**config.mk**
```make
export PLATFORM = sky130hd
export DESIGN_NAME = m31_vector_subtractor
export DESIGN_NICKNAME = d
export VERILOG_FILES = /design/src/rtl/m31_vector_subtractor_pkg.sv /design/src/rtl/m31_subtractor.sv /design/src/rtl/m31_vector_subtractor.sv
export SDC_FILE = /design/constraint.sdc
export NUM_CORES = 2
export LEC_CHECK = 0
export CORE_AREA = 2 2 586 588
export DETAILED_ROUTE_END_ITERATION = 8
export DIE_AREA = 0 0 588 590
export SLEW_MARGIN = 20
export SYNTH_ARGS = -nofsm -noshare
export SYNTH_HDL_FRONTEND = slang
export SYNTH_SLANG_ARGS = --single-unit
```
**constraint.sdc**
```tcl
create_clock -name clk -period 6 [get_ports clk]
set_input_delay 1.5 -clock clk [delete_from_list [all_inputs] [get_ports clk]]
set_output_delay 1.5 -clock clk [all_outputs]
set_load 0.01 [all_outputs]
```
**src/rtl/m31_vector_subtractor_pkg.sv**
```systemverilog
// Shared Mersenne-31 definitions: field modulus, element type, subtractor FSM states.
package m31_vector_subtractor_pkg;

  localparam int          M31_W = 31;
  localparam logic [30:0] M31_P = 31'h7FFF_FFFF;

  typedef logic [M31_W-1:0] m31_t;

  typedef enum logic [1:0] {
    ST_IDLE,
    ST_COMPUTE,
    ST_DONE
  } state_e;

  // p is a second encoding of zero; fold it onto the canonical one
  function automatic m31_t m31_canon(input m31_t x);
    return (x == M31_P) ? '0 : x;
  endfunction

endpackage

```
**src/rtl/m31_subtractor.sv**
```systemverilog
// Combinational single-element M31 modular subtractor: d = (a - b) mod p.
module m31_subtractor
  import m31_vector_subtractor_pkg::*;
(
  input  m31_t a,
  input  m31_t b,
  output m31_t d
);

  logic signed [M31_W:0] diff;

  // A negative difference lies in (-p, 0); adding p once brings it into range,
  // and the 31-bit wrap of the sum discards the borrow bit.
  function automatic m31_t fold_borrow(input logic signed [M31_W:0] x);
    if (x < 0) return x[M31_W-1:0] + M31_P;
    else       return x[M31_W-1:0];
  endfunction

  assign diff = $signed({1'b0, a}) - $signed({1'b0, b});
  assign d    = fold_borrow(diff);

endmodule

```
**src/rtl/m31_vector_subtractor.sv**
```systemverilog
// Element-wise M31 vector subtractor, LANES elements per beat over a shared subtractor bank.
// Optional build macro M31_VEC_SUB_CANONICAL_EN maps operands equal to p onto 0 at capture.
module m31_vector_subtractor
  import m31_vector_subtractor_pkg::*;
#(
  parameter int WORD_WIDTH  = 31,
  parameter int VECTOR_SIZE = 16,
  parameter int LANES       = 4
) (
  input  logic                  clk,
  input  logic                  rst_n,
  input  logic                  in_valid,
  output logic                  in_ready,
  input  logic [WORD_WIDTH-1:0] vec1   [0:VECTOR_SIZE-1],
  input  logic [WORD_WIDTH-1:0] vec2   [0:VECTOR_SIZE-1],
  output logic                  out_valid,
  input  logic                  out_ready,
  output logic [WORD_WIDTH-1:0] result [0:VECTOR_SIZE-1],
  output logic                  busy
);

  localparam int BEATS  = VECTOR_SIZE / LANES;
  localparam int BEAT_W = (BEATS > 1) ? $clog2(BEATS) : 1;

  if (WORD_WIDTH != 31) begin : g_bad_width
    $error("m31_vector_subtractor: WORD_WIDTH must be 31");
  end
  if ((LANES < 1) || (VECTOR_SIZE % LANES != 0)) begin : g_bad_lanes
    $error("m31_vector_subtractor: LANES must divide VECTOR_SIZE");
  end

  state_e              state_q, state_d;
  logic [BEAT_W-1:0]   beat_q;
  logic                accept;
  logic                last_beat;
  m31_t                op1_q    [0:VECTOR_SIZE-1];
  m31_t                op2_q    [0:VECTOR_SIZE-1];
  m31_t                result_q [0:VECTOR_SIZE-1];
  m31_t                lane_a   [0:LANES-1];
  m31_t                lane_b   [0:LANES-1];
  m31_t                lane_d   [0:LANES-1];

  function automatic m31_t capture_op(input m31_t x);
`ifdef M31_VEC_SUB_CANONICAL_EN
    return m31_canon(x);
`else
    return x;
`endif
  endfunction

  assign accept    = in_valid && in_ready;
  assign last_beat = (beat_q == BEAT_W'(BEATS - 1));

  always_ff @(posedge clk or negedge rst_n) begin
    if (!rst_n) state_q <= ST_IDLE;
    else        state_q <= state_d;
  end

  always_comb begin
    state_d   = state_q;
    in_ready  = 1'b0;
    out_valid = 1'b0;
    busy      = 1'b0;
    case (state_q)
      ST_IDLE: begin
        in_ready = 1'b1;
        if (in_valid) state_d = ST_COMPUTE;
      end
      ST_COMPUTE: begin
        busy = 1'b1;
        if (last_beat) state_d = ST_DONE;
      end
      ST_DONE: begin
        busy      = 1'b1;
        out_valid = 1'b1;
        if (out_ready) state_d = ST_IDLE;
      end
      default: state_d = ST_IDLE;
    endcase
  end

  // Beat select: route this beat's slice of the operands onto the lanes
  always_comb begin
    for (int l = 0; l < LANES; l++) begin
      lane_a[l] = '0;
      lane_b[l] = '0;
    end
    for (int b = 0; b < BEATS; b++) begin
      if (beat_q == BEAT_W'(b)) begin
        for (int l = 0; l < LANES; l++) begin
          lane_a[l] = op1_q[b*LANES + l];
          lane_b[l] = op2_q[b*LANES + l];
        end
      end
    end
  end

  for (genvar l = 0; l < LANES; l++) begin : g_lane
    m31_subtractor u_sub (
      .a (lane_a[l]),
      .b (lane_b[l]),
      .d (lane_d[l])
    );
  end

  // Capture on acceptance; write one beat of results per COMPUTE cycle
  always_ff @(posedge clk or negedge rst_n) begin
    if (!rst_n) begin
      beat_q <= '0;
      for (int i = 0; i < VECTOR_SIZE; i++) begin
        op1_q[i]    <= '0;
        op2_q[i]    <= '0;
        result_q[i] <= '0;
      end
    end else if (accept) begin
      beat_q <= '0;
      for (int i = 0; i < VECTOR_SIZE; i++) begin
        op1_q[i] <= capture_op(vec1[i]);
        op2_q[i] <= capture_op(vec2[i]);
      end
    end else if (state_q == ST_COMPUTE) begin
      beat_q <= last_beat ? '0 : beat_q + BEAT_W'(1);
      for (int b = 0; b < BEATS; b++) begin
        if (beat_q == BEAT_W'(b)) begin
          for (int l = 0; l < LANES; l++) begin
            result_q[b*LANES + l] <= lane_d[l];
          end
        end
      end
    end
  end

  always_comb begin
    for (int i = 0; i < VECTOR_SIZE; i++) result[i] = result_q[i];
  end

endmodule

```
==> impl_metrics.ini <==
[run_status]
outcome = completed

[yosys]
synth-edff-count = 0
synthAdderAreaFrac_pct = 2.43
synth_compound_area_share_pct = 12.4
synth_nets = 9969
synth_flop_cell = dfrtp_1
synth_top_family_by_area = simple AND/OR/NAND/NOR gates
synth_mux_area_share_pct = 2.45
netlist_instances = 8834
avgSynthCellArea_um2 = 8.23
synthSimpleGateAreaFrac_pct = 25.9
yosysUniqueCellTypes = 89
ys_warn_count = 0
ys_ff_latch = 1492
synth-xor-area-share_pct = 2.24
synth.cell_area_um2 = 72700
synthArstFlopShare_pct = 100
ys_seq_area_share_pct = 51.4

[grt]
grt_pass1_vias = 67858
grt_pass1_wl_mm = 528
antenna_found_initial = 163
gr-usage-all-layers_pct = 21.3
overflow = 0
grt_max_degree = 188

[floorplanning]
start_util_pct = 21.3
die_w_um = 588
boundaryPins = 1495
core_area_um2 = 341000
die-area_um2 = 347000
std_cell_rows = 215
die_h_um = 590

[layout]
final_common_cell = nand2_1
final_cell_mix = nand2_1 (3801), clkdlybuf4s50_1 (1493), dfrtp_1 (1492), buf_4 (563), nor2_1 (549)
nNetsFinal = 11710
nFillCells = 36649
syn_to_final_growth_pct = 42.2
drive_gt1_share_pct = 11.0

[timing]
finalSetupViolCount = 0
relSlewSlack_pct = 22.6
final.period_utilization_pct = 97.9
slew_viol_final = 0
hold_violations = 0
fin_ws_ps = 127
fmax_mhz = 170
period_needed_ps = 5870
worst_pin_slew_ps = 1160
fin_skew_ps = 90.7

[route]
drcViolationCount = 0
wl_mm = 386
ant_nets = 0
vias_per_cell = 4.62
drtIter0Drc = 7124
wl_per_cell_um = 25.1
dr.pass1.iters = 6
vias = 71039

[placed_design]
pre_cts_ws_ps = -520
place_congestion = 0.973
portBuffers = 1494
dpl.hpwl_mm = 308

[worst_setup_path]
path_buf_inv = 6
crit_fanout = 23
cp-start-kind = register
cp_slowest_cell = a21oi_1
worstPathRequired_ps = 6740
worstPathArrival_ps = 6610
cp-end-kind = register
crit_path_cell_trace = inv_1 -> ha_4 -> buf_16 -> buf_6 -> nor2_1 -> a21oi_1 -> nor2_1 -> a21oi_1 -> nor2_1 -> a21oi_2 -> buf_4 -> ha_1 -> nand4_1 -> nor3_1 -> o2111ai_1 -> nand3_1 -> xnor2_1 -> o211ai_1 -> nor4_4 -> buf_4 -> nand3_1 -> xnor2_1 -> buf_4 -> mux2_2
crit_family = simple AND/OR/NAND/NOR gates
worstSetupPathType = reg -> reg
cpPeakStageDelay_ps = 440

[run]
cap_violations = 0

[clocking]
clock_path_buffers = 4
clk_latency_ps = 900
root_buffer = clkbuf_16
path_clk_slew_ps = 60
cts_buffers = 177
clock-sinks = 1492
holdBufCountCts = 0
tritoncts = done
cts_max_level = 4

[worst_hold_path]
holdCritPathClass = reg -> reg
==> area by class of cell <==
class / count / area, µm² / area share (%)
Tap cell: 4557 / 5700 / 5.52
Timing Repair Buffer: 2116 / 20400 / 19.7
Multi-Input combinational cell: 6737 / 33700 / 32.6
Clock inverter: 69 / 873 / 0.845
Sequential cell: 1492 / 37300 / 36.1
Antenna cell: 107 / 268 / 0.259
Clock buffer: 239 / 4950 / 4.79
Inverter: 51 / 191 / 0.185
==> repair_timing <==
item,4_1_cts,5_1_grt
setup buffers,3,9
cloned,0,3
endpoints found under the setup margin,123,247
resized for setup,19,59
pin swaps,2,12
==> kinds of logic (layout without fill, tap and decap cells) <==
group,Yosys count,after routing
and+or+nand+nor,4744,4744
xor gates and xnor gates,186,186
DFF,1492,1492
buffers and inverters,605,2475
adders and majority gates,139,139
other,0,107
AOI/OAI and AO/OA,1509,1509
muxes,159,159
==> Yosys cell counts, types with 65 or more instances <==
| cell type | n | area, µm² |
|---|---|---|
| ha_1 | 135 | 1690 |
| a21oi_1 | 556 | 2780 |
| nand3_1 | 65 | 325 |
| a22oi_1 | 200 | 1500 |
| o21ai_0 | 453 | 2270 |
| clkbuf_1 | 493 | 1850 |
| nand2_1 | 3802 | 14300 |
| dfrtp_1 | 1492 | 37300 |
| nor3_1 | 67 | 335 |
| mux2_2 | 153 | 1720 |
| xnor2_1 | 119 | 1040 |
| nor2_1 | 550 | 2060 |
| xor2_1 | 67 | 587 |
==> per-stage QoR <==
| step | setup TNS, ps | area (µm²) | util [%] | hold WS (ps) | cells |
|---|---|---|---|---|---|
| after floorplan | 0 | 72700 | - | 446 | 8834 |
| after global placement | -8470 | 96700 | 28.3 | 457 | 14937 |
| after detailed placement | -12970 | 96700 | 28.3 | 461 | 14938 |
| after CTS | 0 | 103000 | 30.1 | 475 | 15249 |
| after global routing | -12.5 | 103000 | 30.3 | 486 | 15327 |
| final | 0 | 103000 | 30.3 | 473 | 15368 |
==> worst min-delay path, delay by kind of cell, from the launching register on <==
family,cells,cell delay [ps]
DFF,1,340
and+or+nand+nor,2,100
==> layer usage <==
metal | GRT usage, % | vias to the layer above | routed length (µm) | part of all wire (%)
met1 | 29.5 | 34675 | 172000 | 45
met3 | 6.56 | 593 | 36700 | 9.5
li1 | - | 32685 | - | -
met5 | 0 | - | 523 | 0.14
met4 | 8.03 | 82 | 14300 | 3.7
met2 | 30.9 | 3004 | 162000 | 42
==> path summary, 6_finish.rpt <==
kind	slack [ps]	cells past startpoint	startpoint	to
worst max-delay path	130	24	beat_q[1]	result[150]
worst min-delay path	470	2	result[281]	result[281]
worst max register to register	130	24	beat_q[1]	result[150]
worst min register to register	470	2	result[281]	result[281]
max in group asynchronous	3790	2	rst_n	result[349]
min in group asynchronous	640	1	rst_n	op1_q[284]
==> flip-flops by register name, summed over array words and instances (netlist names) <==
register,count
beat_q,2
op1_q,496
op2_q,496
result,496
state_q,2
Power is left out: the tool's default activity adds up to more than one toggle a clock period on the data nets, which glitch-free logic cannot reach.
